`src/rtl/zigzag_rle_pkg.sv`:
```
// Shared types and symbol constants for the zigzag run-length coder.
package rle_pkg;
  localparam int RUN_W  = 6;  // internal zero-run counter, covers up to 63 zeros
  localparam int SIZE_W = 4;

  typedef enum logic [1:0] {ST_LOAD, ST_SCAN, ST_ZRL} state_t;

  localparam logic [3:0] ZRL_RUN  = 4'd15;
  localparam logic [3:0] ZRL_SIZE = 4'd0;
  localparam logic [3:0] EOB_RUN  = 4'd0;
  localparam logic [3:0] EOB_SIZE = 4'd0;
endpackage

```
`src/rtl/zigzag_rle_size_cat.sv`:
```
// Coefficient value -> JPEG size category and right-aligned amplitude bits.
module rle_size_cat
  import rle_pkg::*;
#(
  parameter int BW = 8
) (
  input  logic signed [BW:0]       i_val,
  output logic        [SIZE_W-1:0] o_size,
  output logic        [BW:0]       o_amp
);
  logic [BW:0] w_abs, w_mask, w_m1;

  assign w_abs = i_val[BW] ? -i_val : i_val;

  always_comb begin
    o_size = '0;
    for (int i = 0; i <= BW; i++)
      if (w_abs[i]) o_size = SIZE_W'(i + 1);
  end

  // Negative values are coded as (v-1) truncated to 'size' bits.
  assign w_mask = ~({(BW+1){1'b1}} << o_size);
  assign w_m1   = i_val - {{BW{1'b0}}, 1'b1};
  assign o_amp  = i_val[BW] ? (w_m1 & w_mask) : i_val;
endmodule

```
`src/rtl/zigzag_rle.sv`:
```
// 8x8 zigzag block run-length coder emitting JPEG (run,size,amp) symbols.
// Define ZIGZAG_RLE_DC_DIFF_EN to code DC as a difference from the previous block.
module zigzag_rle
  import rle_pkg::*;
#(
  parameter int BW = 8
) (
  input  logic            i_clk,
  input  logic            i_Reset,
  input  logic [8*BW-1:0] i_data,
  input  logic            i_valid,
  output logic            o_in_ready,
  output logic            o_valid,
  input  logic            i_ready,
  output logic [3:0]      o_run,
  output logic [3:0]      o_size,
  output logic [BW:0]     o_amp,
  output logic            o_last
);
  typedef struct packed {
    logic [3:0]  run;
    logic [3:0]  size;
    logic [BW:0] amp;
    logic        last;
  } sym_t;

  state_t                r_state, w_next;
  logic [2:0]            r_wcnt;
  logic signed [BW-1:0]  r_buf [64];
  logic [6:0]            r_idx;
  logic [RUN_W-1:0]      r_runc;
  logic                  r_valid;
  sym_t                  r_sym;

  logic                  w_xfer, w_adv, w_nz, w_ge16, w_at63, w_done;
  logic signed [BW-1:0]  w_coef;
  logic signed [BW:0]    w_dcval, w_cval;
  logic [SIZE_W-1:0]     w_size;
  logic [BW:0]           w_amp;
  sym_t                  w_csym, w_zrl, w_eob, w_dsym;

  assign w_xfer = i_valid && (r_state == ST_LOAD);
  assign w_adv  = !r_valid || i_ready;
  assign w_coef = r_buf[r_idx[5:0]];
  assign w_nz   = (w_coef != '0);
  assign w_ge16 = (r_runc[RUN_W-1:4] != '0);
  assign w_at63 = (r_idx == 7'd63);
  assign w_done = r_idx[6];

`ifdef ZIGZAG_RLE_DC_DIFF_EN
  logic signed [BW-1:0] r_pred;
  logic                 r_is_dc;

  assign w_dcval = {r_buf[0][BW-1], r_buf[0]} - {r_pred[BW-1], r_pred};

  // Predictor moves only once the DC symbol has actually left the block.
  always_ff @(posedge i_clk) begin
    if (!i_Reset) begin
      r_pred  <= '0;
      r_is_dc <= 1'b0;
    end else begin
      if (r_valid && i_ready && r_is_dc) r_pred <= r_buf[0];
      if (w_xfer && r_wcnt == 3'd7)      r_is_dc <= 1'b1;
      else if (r_valid && i_ready)       r_is_dc <= 1'b0;
    end
  end
`else
  assign w_dcval = {r_buf[0][BW-1], r_buf[0]};
`endif

  assign w_cval = (r_state == ST_LOAD) ? w_dcval : {w_coef[BW-1], w_coef};

  rle_size_cat #(.BW(BW)) u_cat (
    .i_val  (w_cval),
    .o_size (w_size),
    .o_amp  (w_amp)
  );

  assign w_csym = '{run: r_runc[3:0], size: w_size, amp: w_amp, last: w_at63};
  assign w_dsym = '{run: 4'd0, size: w_size, amp: w_amp, last: 1'b0};
  assign w_zrl  = '{run: ZRL_RUN, size: ZRL_SIZE, amp: '0, last: 1'b0};
  assign w_eob  = '{run: EOB_RUN, size: EOB_SIZE, amp: '0, last: 1'b1};

  always_ff @(posedge i_clk) begin
    if (!i_Reset) r_state <= ST_LOAD;
    else          r_state <= w_next;
  end

  always_comb begin
    w_next = r_state;
    case (r_state)
      ST_LOAD: if (w_xfer && r_wcnt == 3'd7) w_next = ST_SCAN;
      ST_SCAN: if (w_adv) begin
        if (r_valid && r_sym.last)        w_next = ST_LOAD;
        else if (!w_done && w_nz && w_ge16) w_next = ST_ZRL;
      end
      ST_ZRL:  if (w_adv && !w_ge16) w_next = ST_SCAN;
      default: w_next = ST_LOAD;
    endcase
  end

  always_comb begin
    o_in_ready = (r_state == ST_LOAD);
  end

  always_ff @(posedge i_clk) begin
    if (!i_Reset) begin
      for (int k = 0; k < 64; k++) r_buf[k] <= '0;
    end else if (w_xfer) begin
      for (int j = 0; j < 8; j++)
        r_buf[{r_wcnt, 3'(j)}] <= i_data[(7-j)*BW +: BW];
    end
  end

  always_ff @(posedge i_clk) begin
    if (!i_Reset) begin
      r_wcnt  <= '0;
      r_idx   <= '0;
      r_runc  <= '0;
      r_valid <= 1'b0;
      r_sym   <= '0;
    end else begin
      case (r_state)
        ST_LOAD: if (w_xfer) begin
          r_wcnt <= r_wcnt + 3'd1;
          if (r_wcnt == 3'd7) begin
            r_valid <= 1'b1;
            r_sym   <= w_dsym;
            r_idx   <= 7'd1;
            r_runc  <= '0;
          end
        end
        ST_SCAN: if (w_adv) begin
          if (r_valid && r_sym.last) begin
            r_valid <= 1'b0;
            r_sym   <= '0;
          end else if (w_done) begin
            r_valid <= 1'b0;
          end else if (!w_nz) begin
            if (w_at63) begin
              r_valid <= 1'b1;
              r_sym   <= w_eob;
              r_idx   <= 7'd64;
              r_runc  <= '0;
            end else begin
              r_valid <= 1'b0;
              r_runc  <= r_runc + RUN_W'(1);
              r_idx   <= r_idx + 7'd1;
            end
          end else if (w_ge16) begin
            r_valid <= 1'b1;
            r_sym   <= w_zrl;
            r_runc  <= r_runc - RUN_W'(16);
          end else begin
            r_valid <= 1'b1;
            r_sym   <= w_csym;
            r_runc  <= '0;
            r_idx   <= r_idx + 7'd1;
          end
        end
        ST_ZRL: if (w_adv) begin
          r_valid <= 1'b1;
          if (w_ge16) begin
            r_sym  <= w_zrl;
            r_runc <= r_runc - RUN_W'(16);
          end else begin
            r_sym  <= w_csym;
            r_runc <= '0;
            r_idx  <= r_idx + 7'd1;
          end
        end
        default: r_valid <= 1'b0;
      endcase
    end
  end

  assign o_valid = r_valid;
  assign o_run   = r_sym.run;
  assign o_size  = r_sym.size;
  assign o_amp   = r_sym.amp;
  assign o_last  = r_sym.last;
endmodule
```
`config.mk`:
```
export PLATFORM = sky130hd
export DESIGN_NAME = zigzag_rle
export DESIGN_NICKNAME = d
export VERILOG_FILES = /design/src/rtl/zigzag_rle_pkg.sv /design/src/rtl/zigzag_rle_size_cat.sv /design/src/rtl/zigzag_rle.sv
export SDC_FILE = /design/constraint.sdc
export NUM_CORES = 1
export LEC_CHECK = 0
export ABC_AREA = 1
export ABC_CLOCK_PERIOD_IN_PS = 11700
export CAP_MARGIN = 20
export CORE_ASPECT_RATIO = 0.6
export CORE_UTILIZATION = 41
export CTS_BUF_LIST = sky130_fd_sc_hd__clkbuf_8
export CTS_CLUSTER_DIAMETER = 100
export DETAILED_ROUTE_END_ITERATION = 16
export GPL_TIMING_DRIVEN = 1
export PLACE_DENSITY = 0.67
export SLEW_MARGIN = 0
export SYNTH_ARGS = -nofsm -noshare
export SYNTH_HDL_FRONTEND = slang
export SYNTH_SLANG_ARGS = --single-unit
```
`constraint.sdc`:
```
create_clock -name i_clk -period 11.7 [get_ports i_clk]
set_clock_uncertainty 0.1 [all_clocks]
set_input_delay 3.51 -clock i_clk [delete_from_list [all_inputs] [get_ports i_clk]]
set_output_delay 3.51 -clock i_clk [all_outputs]
set_load 0.05 [all_outputs]
```
### Word level (Yosys, flattened, before mapping)

Memory sizes are Yosys's and may differ from the RTL's. A register that Yosys moved wholly into a read port is not among the register bits.
Cells that the tools add are included.

| cells by class | value |
|---|---|
| mux-type cells | 88 |
| shifts and indexed selects | 1 |
| reduce and logical (&&, ||, !) cells | 29 |
| eq/ne operators | 17 |
| add/sub/neg operators | 6 |
| bitwise operators | 2 |

Operators with widths:

| operator | number |
|---|---|
| $mux W18 | 9 |
| $mux W6 | 19 |
| $mux W7 | 10 |
| $mux W8 | 8 |
| $reduce_or A8 Y1 | 8 |
| $pmux W18 S3 | 1 |
| $mux W9 | 3 |
| $mux W1 | 21 |
| $pmux W7 S3 | 1 |
| $reduce_and A7 Y1 | 3 |
| $pmux W6 S3 | 1 |
| $mux W2 | 7 |
| $mux W3 | 4 |
| $ne A2 B2 Y1 const B | 6 |
| $and A9 B9 Y9 | 1 |
| $ne A3 B3 Y1 const B | 3 |
| $neg A9 Y9 | 1 |
| $not A9 Y9 | 1 |
| $reduce_and A9 Y1 | 1 |
| $shl A9 B4 Y9 const A | 1 |
| $sub A9 B1 Y9 const B | 1 |
| $mux W4 | 2 |
| $reduce_and A4 Y1 | 2 |
| $reduce_bool A8 Y1 | 1 |
| other kinds (19) | 28 |

| word-level totals | value |
|---|---|
| bits of input ports | 68 |
| word-level logic and storage cells | 154 |
| RAM bits | 512 |
| output and inout port bits | 20 |
| memories | 1 |
| bits in registers | 37 |

Memories:

| name | depth | bits a word | rd ports | clocked after memory_dff | write ports | line | RTL |
|---|---|---|---|---|---|---|---|
| r_buf | 64 | 8 | 2 | 1 | 64 | zigzag_rle.sv:29 | `logic signed [BW-1:0] r_buf [64];` |

### Depth between registers and ports, before layout

| depth | value |
|---|---|
| word-level depth | 23 |
| mapped depth | 30 |
| gate-level depth less buffers | 27 |

### Modules after synthesis

From an unflattened synthesis, not the netlist that was laid out.

| second synthesis, totals | value |
|---|---|
| cell total of the unflattened synthesis | 2926 |
| area, all modules | 26260.2 µm² |

By module, submodules not included:

| module | cells each | instances | sequential area each (µm²) | area each (µm²) |
|---|---|---|---|---|
| zigzag_rle | 2817 | 1 | 16235.6 | 25697.1 |
| rle_size_cat | 109 | 1 | 0.0 | 563.0 |

### Worst setup path before layout

Ideal clock, no wire load.

| path | value |
|---|---|
| path type | in2reg |
| from | input port i_Reset |
| to | memory r_buf[40][0], enable pin |
| data required time | 11.176 ns |
| slack | 5.196 ns |
| library setup time | 0.424 ns |
| arrival | 5.981 ns |
| stages on the path | 7 |
| cell sequence | clkbuf_1 inv_1 nor2_1 nand4_1 clkbuf_1 clkbuf_1 nand2_1 |

RTL lines:

| what | line | RTL |
|---|---|---|
| start: declaration | zigzag_rle.sv:9 | `input logic i_Reset,` |
| end: declaration | zigzag_rle.sv:29 |  |

==> impl_metrics.yaml <==
global_routing:
  grt_overflow: 0
  antenna_found_initial: 1
  grt_max_degree: 170
  grt_first_pass_wirelength_um: 109900
  grt_pass1_vias: 18905
  grt_use_total_pct: 22.48
synthesis:
  async_reset_ff_share_pct: 0
  synth_area_mm2: 0.02572
  synth-seq-cells: 555
  synth_nets: 2825
  netlist_instances: 2748
  ys_seq_area_share_pct: 63.13
  synth_edf_count: 512
  synthFlopType: "edfxtp_1"
  avgSynthCellArea_um2: 9.359
  synth_warnings: 0
  ys_types: 40
hold_path:
  hold_path_end: "o_amp[8]"
  worstHoldStart: "o_amp[8]"
  hp-class: "reg2reg"
  worstHoldPathCells: 2
timing:
  fmax_mhz: 147.6
  slew_headroom_pct: 25.22
  rsz0062_at_grt: "no"
  tightest_slew_ns: 1.122
  maxSlewViolCount: 0
  setup_viol: 0
  setup_tns_ns: 0
  final.setup.worst_slack_ns: 4.924
  fin_crit_sh_pct: 57.92
  finalCriticalPeriod_ns: 6.776
  finalHoldViolCount: 0
clock_network:
  cts-root-buf: "clkbuf_8"
  holdBufCountCts: 0
  numCtsBuffers: 81
  cts_setup_buffers: 0
  worst_skew_pair.late_latency_ns: 0.69
  clkTransAtPathRegs_ns: 0.07
  cts.sinks: 555
  cts.path.max_buffers: 3
  cts_tree: "built"
  cts_max_level: 3
  post_cts_resized: 0
layout:
  drive_gt1_share_pct: 6.221
  multiInputGateArea_mm2: 0.008220
  syn_to_final_growth_pct: 10.94
  final_cell_mix: "nand2_1, nor2_1, edfxtp_1"
  diodes: 0
  n_fill_cell: 5731
  final_common_cell: "nand2_1"
  nets: 2844
  seq_area_mm2: 0.01624
route:
  post-route-drc-count: 0
  vias_per_cell: 5.443
  drtPass1Iterations: 6
  vias: 19904
  drt_iter0_drc: 2757
  routed_wl_um: 71550
  wire_per_inst_um: 19.56
  final_antenna_net_count: 0
die:
  core_mm2: 0.06148
  die-area_mm2: 0.06376
  fp.dieW_um: 325.3
  start_util_pct: 41.83
  rows: 70
  io_pins: 88
  die_h_um: 196.0
critical_path:
  cp_top_family: "simple AND/OR/NAND/NOR gates"
  path_class: "in2reg"
  r2r_setup_slack_ns: 5.97
  path_buf_inv: 4
  cp_slowest_cell: "nand2_4"
  rr_worst_depth: 19
  worst_setup_path_end_kind: "register"
  cp-start-kind: "input pin"
  r2r-end: "o_run[0]"
  critPathMaxFanout: 65
  path_cells: "clkdlybuf4s50_1 -> buf_4 -> inv_1 -> buf_16 -> nor2_1 -> nand3_4 -> nand2_4"
  cp.arrival_ns: 6.97
  crit_required_ns: 11.89
  slowest_delay_ns: 0.98
outcome:
  outcome: "complete, no violations"
place:
  hpwl_um: 40740
  gp_congestion: 0.8562
  pre_cts_slack_ns: 4.132
  io_buffers: 87
power:
  peakVddDrop_mv: 0.07315
  powerDensity_mw_per_mm2: 143.3
  power.total_mw: 4.087
  leakage_nw: 11.36
run:
  cap_violations: 0
-- registers in the layout (all words and copies together) (netlist names), named ones only --
signal / cells
r_buf: 512
o_amp: 9
r_idx: 7
r_runc: 6
o_run: 4
o_size: 4
r_wcnt: 3
r_state: 2
o_last: 1
o_valid: 1
-- metrics by stage --
stage / std cells / instance area (um2) / hold WS [ns] / util (%)
after detailed placement: 3510 / 26980 / 0.3421 / 43.88
after CTS: 3655 / 28470 / 0.3520 / 46.31
final: 3657 / 28530 / 0.3497 / 46.40
after global placement: 3510 / 26980 / 0.3323 / 43.88
after global routing: 3657 / 28530 / 0.3691 / 46.40
after floorplan: 2748 / 25720 / 0.3689 / -
-- worst min-delay path, stage by stage, from the launching register on --
cell	delay [ns]
dfxtp_1	0.31
nand2_1	0.06
nor2_1	0.04
-- report_power, final --
group / switching, mW / total, mW / internal, mW
logic: 0.218 / 0.298 / 0.0795
registers: 0.0261 / 2.29 / 2.26
clock network: 0.766 / 1.50 / 0.735
-- worst max path at each step --
stage,cells past startpoint,end,startpoint
2_1_floorplan,7,r_buf[40][0],i_Reset
3_3_place_gp,6,r_buf[4][1],i_Reset
3_5_place_dp,6,r_buf[7][1],i_Reset
4_1_cts,6,r_buf[7][6],i_Reset
5_1_grt,7,r_buf[6][5],i_Reset
6_report,7,r_buf[6][1],i_Reset
-- Yosys cell counts, drive strengths merged, types with 12 or more instances --
cell type | count | area share (%)
nor2 | 578 | 8.6
a21oi | 54 | 1.1
nand4 | 12 | 0.32
o22ai | 18 | 0.44
inv | 113 | 1.7
buf | 104 | 2.5
o21ai | 57 | 1.1
nand3 | 416 | 8.1
nand2 | 732 | 11
dfxtp | 43 | 3.3
edfxtp | 512 | 60
clkbuf | 70 | 1.0
-- per-layer routing --
layer / vias up / track usage, % / wire length, um
met5: - / 0 / 12
met4: 2 / 6.551 / 1446
met3: 120 / 4.348 / 7531
met2: 1015 / 33.83 / 31110
met1: 9565 / 32.92 / 31450
li1: 9202 / - / -
-- kinds of logic (layout without fill, tap and decap cells) --
group | after synthesis | in the layout | share of synthesized area, %
simple gates | 1750 | 1750 | 28.09
flops | 555 | 555 | 63.13
buf+inv | 291 | 372 | 5.235
compound gates | 137 | 137 | 2.900
fa+ha+maj | 9 | 9 | 0.4379
xor+xnor | 6 | 6 | 0.2043
-- area by class of cell --
cell class                      count  area share [%]
Inverter                          117           1.583
Sequential cell                   555           56.94
Clock inverter                     57          0.9911
Timing Repair Buffer              110           3.798
Multi-Input combinational cell   1902           28.81
Clock buffer                       88           4.245
Tap cell                          828           3.631
Note: power is estimated with default switching activity, not from simulation.
